--- config.mk ---
export PLATFORM = sky130hd
export DESIGN_NAME = adc_capture_scheduler
export DESIGN_NICKNAME = d
export VERILOG_FILES = /design/src/rtl/adc_pkg.sv /design/src/rtl/adc_period_ticker.sv /design/src/rtl/adc_capture_scheduler.sv
export SDC_FILE = /design/constraint.sdc
export NUM_CORES = 1
export LEC_CHECK = 0
export CAP_MARGIN = 25
export CORE_MARGIN = 2
export CORE_UTILIZATION = 58
export DETAILED_ROUTE_END_ITERATION = 10
export GPL_TIMING_DRIVEN = 0
export PLACE_DENSITY = 0.87
export SETUP_SLACK_MARGIN = 0.1
export SLEW_MARGIN = 20
export SYNTH_ARGS = -nofsm -noshare
export SYNTH_HDL_FRONTEND = slang
export SYNTH_HIERARCHICAL = 1
export SYNTH_SLANG_ARGS = --single-unit
--- constraint.sdc ---
create_clock -name clk -period 7.62 [get_ports clk]
set_clock_uncertainty 0.05 [all_clocks]
set_input_delay 2.286 -clock clk [delete_from_list [all_inputs] [get_ports clk]]
set_output_delay 2.286 -clock clk [all_outputs]
set_load 0.05 [all_outputs]
--- src/rtl/adc_pkg.sv ---
// Shared types and default geometry for the ADC ingest path.
package adc_pkg;

  typedef enum logic [1:0] {
    IDLE      = 2'd0,
    WAIT_RISE = 2'd1,
    WAIT_FALL = 2'd2,
    HOLDOFF   = 2'd3
  } sched_state_t;

  localparam int DEF_WORDS_PER_FRAME  = 9;
  localparam int DEF_FIFO_DEPTH_WORDS = 64;

endpackage

--- src/rtl/adc_period_ticker.sv ---
// Free-running down-counter that emits a tick every `period` cycles while run is high.
// A period of 0 ticks every cycle; while not running the counter parks at its reload value.
module adc_period_ticker #(
  parameter int PERIOD_W = 32
) (
  input  logic                clk,
  input  logic                rst_n,
  input  logic                run,
  input  logic [PERIOD_W-1:0] period,
  output logic                tick
);

  logic [PERIOD_W-1:0] cnt;
  logic [PERIOD_W-1:0] reload;

  assign reload = (period == '0) ? '0 : period - PERIOD_W'(1);
  assign tick   = run && (cnt == '0);

  always_ff @(posedge clk or negedge rst_n) begin
    if (!rst_n)                cnt <= '0;
    else if (!run || cnt == '0) cnt <= reload;
    else                       cnt <= cnt - PERIOD_W'(1);
  end

endmodule

--- src/rtl/adc_capture_scheduler.sv ---
// Decides when to pulse the ingest capture start: periodic or one-shot requests,
// gated on ingest idle, drain holdoff and FIFO headroom for a whole frame.
module adc_capture_scheduler
  import adc_pkg::*;
#(
  parameter int WORDS_PER_FRAME  = DEF_WORDS_PER_FRAME,
  parameter int FIFO_DEPTH_WORDS = DEF_FIFO_DEPTH_WORDS,
  parameter int PERIOD_W         = 32,
  parameter int HOLDOFF_CYCLES   = WORDS_PER_FRAME + 2,
  parameter int BUSY_TIMEOUT     = 8,
  parameter int LEVEL_W          = $clog2(FIFO_DEPTH_WORDS + 1)
) (
  input  logic                clk,
  input  logic                rst_n,
  input  logic                enable,
  input  logic                continuous,
  input  logic [PERIOD_W-1:0] period_cycles,
  input  logic                oneshot_req,
  output logic                start,
  input  logic                capture_busy,
  input  logic [LEVEL_W-1:0]  fifo_level_words,
  output logic [31:0]         frame_count,
  output logic [15:0]         skip_count,
  input  logic                skip_clear,
  output logic                start_timeout_sticky,
  input  logic                timeout_clear,
  output logic                sched_busy
);

  localparam int TW = $clog2(BUSY_TIMEOUT + 1);
  localparam int HW = $clog2(HOLDOFF_CYCLES + 1);
  localparam int LS = LEVEL_W + 1;

  sched_state_t   state;
  logic           pending;
  logic [TW-1:0]  tcnt;
  logic [HW-1:0]  hcnt;
  logic [LS-1:0]  level_sum;
  logic           tick, oneshot_en, req, want, can_start, launch, skip_inc, timeout_hit;

  adc_period_ticker #(.PERIOD_W(PERIOD_W)) u_ticker (
    .clk    (clk),
    .rst_n  (rst_n),
    .run    (enable & continuous),
    .period (period_cycles),
    .tick   (tick)
  );

  always_comb begin
    oneshot_en  = oneshot_req & enable;
    req         = tick | oneshot_en;
    // one extra bit so level + frame cannot wrap before the compare
    level_sum   = {1'b0, fifo_level_words} + LS'(WORDS_PER_FRAME);
    can_start   = (level_sum <= LS'(FIFO_DEPTH_WORDS)) && !capture_busy;
    want        = enable && (req || pending);
    launch      = (state == IDLE) && want && can_start;
    timeout_hit = (state == WAIT_RISE) && !capture_busy && (tcnt == TW'(BUSY_TIMEOUT - 1));
    skip_inc    = 1'b0;
    if (state == IDLE) skip_inc = want && !can_start;
    // a one-shot that can park in the empty pending slot is not a skip, even alongside a tick
    else               skip_inc = req && !(oneshot_en && !pending);
  end

  assign sched_busy = (state != IDLE);

  always_ff @(posedge clk or negedge rst_n) begin
    if (!rst_n) begin
      state                <= IDLE;
      start                <= 1'b0;
      pending              <= 1'b0;
      tcnt                 <= '0;
      hcnt                 <= '0;
      frame_count          <= '0;
      skip_count           <= '0;
      start_timeout_sticky <= 1'b0;
    end else begin
      start <= launch;

      // IDLE always consumes the pending request, serviced or skipped
      if (!enable || state == IDLE) pending <= 1'b0;
      else if (oneshot_en)          pending <= 1'b1;

      if (skip_clear)                              skip_count <= {15'b0, skip_inc};
      else if (skip_inc && skip_count != 16'hFFFF) skip_count <= skip_count + 16'd1;

      if (timeout_hit)        start_timeout_sticky <= 1'b1;
      else if (timeout_clear) start_timeout_sticky <= 1'b0;

      case (state)
        IDLE: if (launch) begin
          state <= WAIT_RISE;
          tcnt  <= '0;
        end
        WAIT_RISE: begin
          if (capture_busy) begin
            frame_count <= frame_count + 32'd1;
            state       <= WAIT_FALL;
          end else if (timeout_hit) begin
            state <= IDLE;
          end else begin
            tcnt <= tcnt + TW'(1);
          end
        end
        WAIT_FALL: if (!capture_busy) begin
          state <= HOLDOFF;
          hcnt  <= HW'(HOLDOFF_CYCLES - 1);
        end
        HOLDOFF: begin
          if (hcnt == '0) state <= IDLE;
          else            hcnt  <= hcnt - HW'(1);
        end
        default: state <= IDLE;
      endcase
    end
  end

endmodule

==> impl_metrics.json <==
{
  "grt_setup_unrepaired": "false",
  "ys_seq_elements": 93,
  "dpl.hpwl_um": 9950,
  "track_usage_pct": 26.5,
  "rr_worst_depth": 10,
  "p_leak_nw": 2.60,
  "io_buffers": 94,
  "route.met2.wl_um": 6810,
  "die_h_um": 102,
  "vias": 4891,
  "route.detailed.drc": 0,
  "critPathKind": "in2reg",
  "setup_viol": 0,
  "viasPerCell": 6.08,
  "start_kind": "primary input",
  "drv_cap": 0,
  "cp_common_cell": "clkbuf_1",
  "antenna_found_initial": 0,
  "cts.sinks": 93,
  "synthCells": 563,
  "dpl_cell_area_um2": 6660,
  "min_period_ns": 5.23,
  "drt_iter0_drc": 284,
  "relSlewSlack_pct": 53.8,
  "antenna_cells": 0,
  "synth_compound_area_share_pct": 10.8,
  "cp.required_ns": 7.77,
  "setup_tns_ns": 0,
  "hold_ws_ns": 0.434,
  "synth_mux_area_share_pct": 2.06,
  "max_stage_delay_ns": 0.51,
  "ys.flop_type": "dfrtp_1",
  "final_cell_mix": "93 x dfrtp_1, 93 x clkdlybuf4s50_1, 63 x xnor2_1",
  "syn-mean-instance-area_um2": 9.81,
  "power_density_nw_per_um2": 193,
  "synthToLayoutAreaGrowth_pct": 24.4,
  "ir_drop_uv": 146,
  "crit_chain": "clkdlybuf4s50_1, inv_1, ha_1, or3b_2, clkbuf_1, nor4_1, nand2_1, o21ai_2, clkbuf_1, o22ai_1",
  "routed_wl_um": 13300,
  "start_util_pct": 59.8,
  "cts_buffers": 9,
  "layout_setup_ws_ns": 2.39,
  "status": "finished clean",
  "drv_slew": 0,
  "cts_tree": "yes",
  "design_area_um2": 6870,
  "synth_area_um2": 5520,
  "postCtsHoldBufs": 0,
  "wire_per_inst_um": 16.6,
  "holdPathStages": 1,
  "synthXorXnorAreaFrac_pct": 13.6,
  "cp.arrival_ns": 5.38,
  "cts-resized-gates": 0,
  "core_um2": 9240,
  "synth_top_family_by_area": "simple AND/OR/NAND/NOR gates",
  "gp_congestion": 0.934,
  "ios": 98,
  "synth-edff-count": 0,
  "syn-num-nets": 617,
  "insertion_delay_ns": 0.36,
  "clk_pin_slew_ns": 0.09,
  "drive_gt1_share_pct": 8.44,
  "crit_fanout": 10,
  "synth_adder_area_share_pct": 1.59,
  "place_ws_ns": 2.08,
  "worst_slew_pin_slew_ns": 0.687,
  "dr.pass1.iters": 5,
  "cts-root-buf": "clkbuf_8",
  "grt_pass1_wl_um": 21900,
  "nets": 724,
  "grt_remaining_overflow": 0,
  "cp-end-kind": "register",
  "synth_cell_types": 69,
  "dieArea_um2": 10300,
  "ant_nets": 0,
  "wl_met1_um": 5510,
  "slowest_stage": "clkbuf_1",
  "finalCritPeriodShare_pct": 68.6,
  "fmax_mhz": 191,
  "yosys_warnings": 6,
  "wl_met3_um": 803,
  "clockBufferDepth": 2,
  "post_cts_buffers": 0,
  "core.rowCount": 35,
  "synthArstFlopShare_pct": 100,
  "fp.dieW_um": 102,
  "htreeDepth": 3,
  "yosysSeqAreaShare_pct": 42.1,
  "grt_max_degree": 59,
  "top_layer": "met4",
  "grt_pass1_vias": 4866,
  "min_path_type": "reg2reg",
  "nFillCells": 660,
  "hold_viol": 0,
  "synth-simple-area-share_pct": 26.3
}
logic make-up after synthesis:
kind of cell	Yosys count
compound gates	84
mux	10
buf+inv	37
fa+ha+maj	7
simple gates	246
xor+xnor	86
flops	93
sequential cells by signal (all words and copies together) (netlist names), named ones only:
name,count
pending,1
start,1
u_ticker/cnt,32
start_timeout_sticky,1
skip_count,16
state,1
frame_count,32
tcnt,4
hcnt,4
stage by stage:
| step | power, mW | util (%) | cells |
|---|---|---|---|
| detailed placement | 0.977 | 72.1 | 788 |
| global placement | 0.955 | 71.7 | 786 |
| global route | 1.39 | 74.4 | 804 |
| floorplan | 0.844 | - | 563 |
| CTS | 1.33 | 74.4 | 804 |
| finish | 1.32 | 74.4 | 804 |
where the power goes:
| group | leakage (nW) | switching [mW] | internal [mW] | total (mW) |
|---|---|---|---|---|
| clock | 0.108 | 0.193 | 0.160 | 0.353 |
| combinational | 1.28 | 0.208 | 0.153 | 0.361 |
| sequential | 1.21 | 0.0633 | 0.547 | 0.610 |
| total | 2.60 | 0.464 | 0.860 | 1.32 |
path summary, 6_finish.rpt:
path                                             start                          end  slack [ns]
setup / recovery                      period_cycles[0]    u_ticker/cnt[1]$_DFF_PN0_        2.39
hold / removal             frame_count[31]$_DFFE_PN0P_  frame_count[31]$_DFFE_PN0P_        0.43
setup reg to reg            u_ticker/cnt[11]$_DFF_PN0_   skip_count[13]$_DFFE_PN0P_        3.66
hold reg to reg            frame_count[31]$_DFFE_PN0P_  frame_count[31]$_DFFE_PN0P_        0.43
max in group asynchronous                        rst_n   u_ticker/cnt[20]$_DFF_PN0_        5.17
min in group asynchronous                        rst_n          tcnt[0]$_DFFE_PN0P_        1.75
metal layers:
| layer | GRT usage [%] | vias up |
|---|---|---|
| met4 | 10.8 | 0 |
| met5 | 0 | - |
| met2 | 45.8 | 208 |
| li1 | - | 2295 |
| met1 | 32.7 | 2372 |
| met3 | 4.62 | 16 |
worst max-delay path: cells and delay by family:
family                   cells  cell delay (ns)
AO/OA/AOI/OAI                2             0.65
adder cells (fa/ha/maj)      1             0.17
buffers and inverters        4             1.24
AND/OR/NAND/NOR              3             1.02
cell usage after synthesis (all sizes together) (6+ instances only):
cell	number	area share (%)
nor2b	6	0.68
and3	10	1.1
o22ai	28	3.3
inv	18	1.2
nand2	37	2.5
clkbuf	11	0.75
or4	21	3.1
xor2	23	3.6
nand3	32	3.0
xnor2	63	10
nor4	25	3.1
and4	6	0.95
ha	7	1.6
nor2	25	1.7
o21ai	12	1.4
a21oi	12	1.2
dfrtp	93	42
buf	8	1.5
o31ai	9	1.5
nand4	12	1.4
nor3	36	3.7
or3	13	1.6
final cells by class:
| type | count | area (um2) | area share (%) |
|---|---|---|---|
| Clock buffer | 9 | 124 | 1.80 |
| Tap cell | 129 | 161 | 2.35 |
| Inverter | 18 | 67.6 | 0.983 |
| Timing Repair Buffer | 96 | 975 | 14.2 |
| Sequential cell | 93 | 2330 | 33.9 |
| Multi-Input combinational cell | 433 | 3010 | 43.7 |
| Buffer | 19 | 124 | 1.80 |
| Clock inverter | 7 | 87.6 | 1.27 |
No activity file was read; power rests on OpenSTA's default activity.
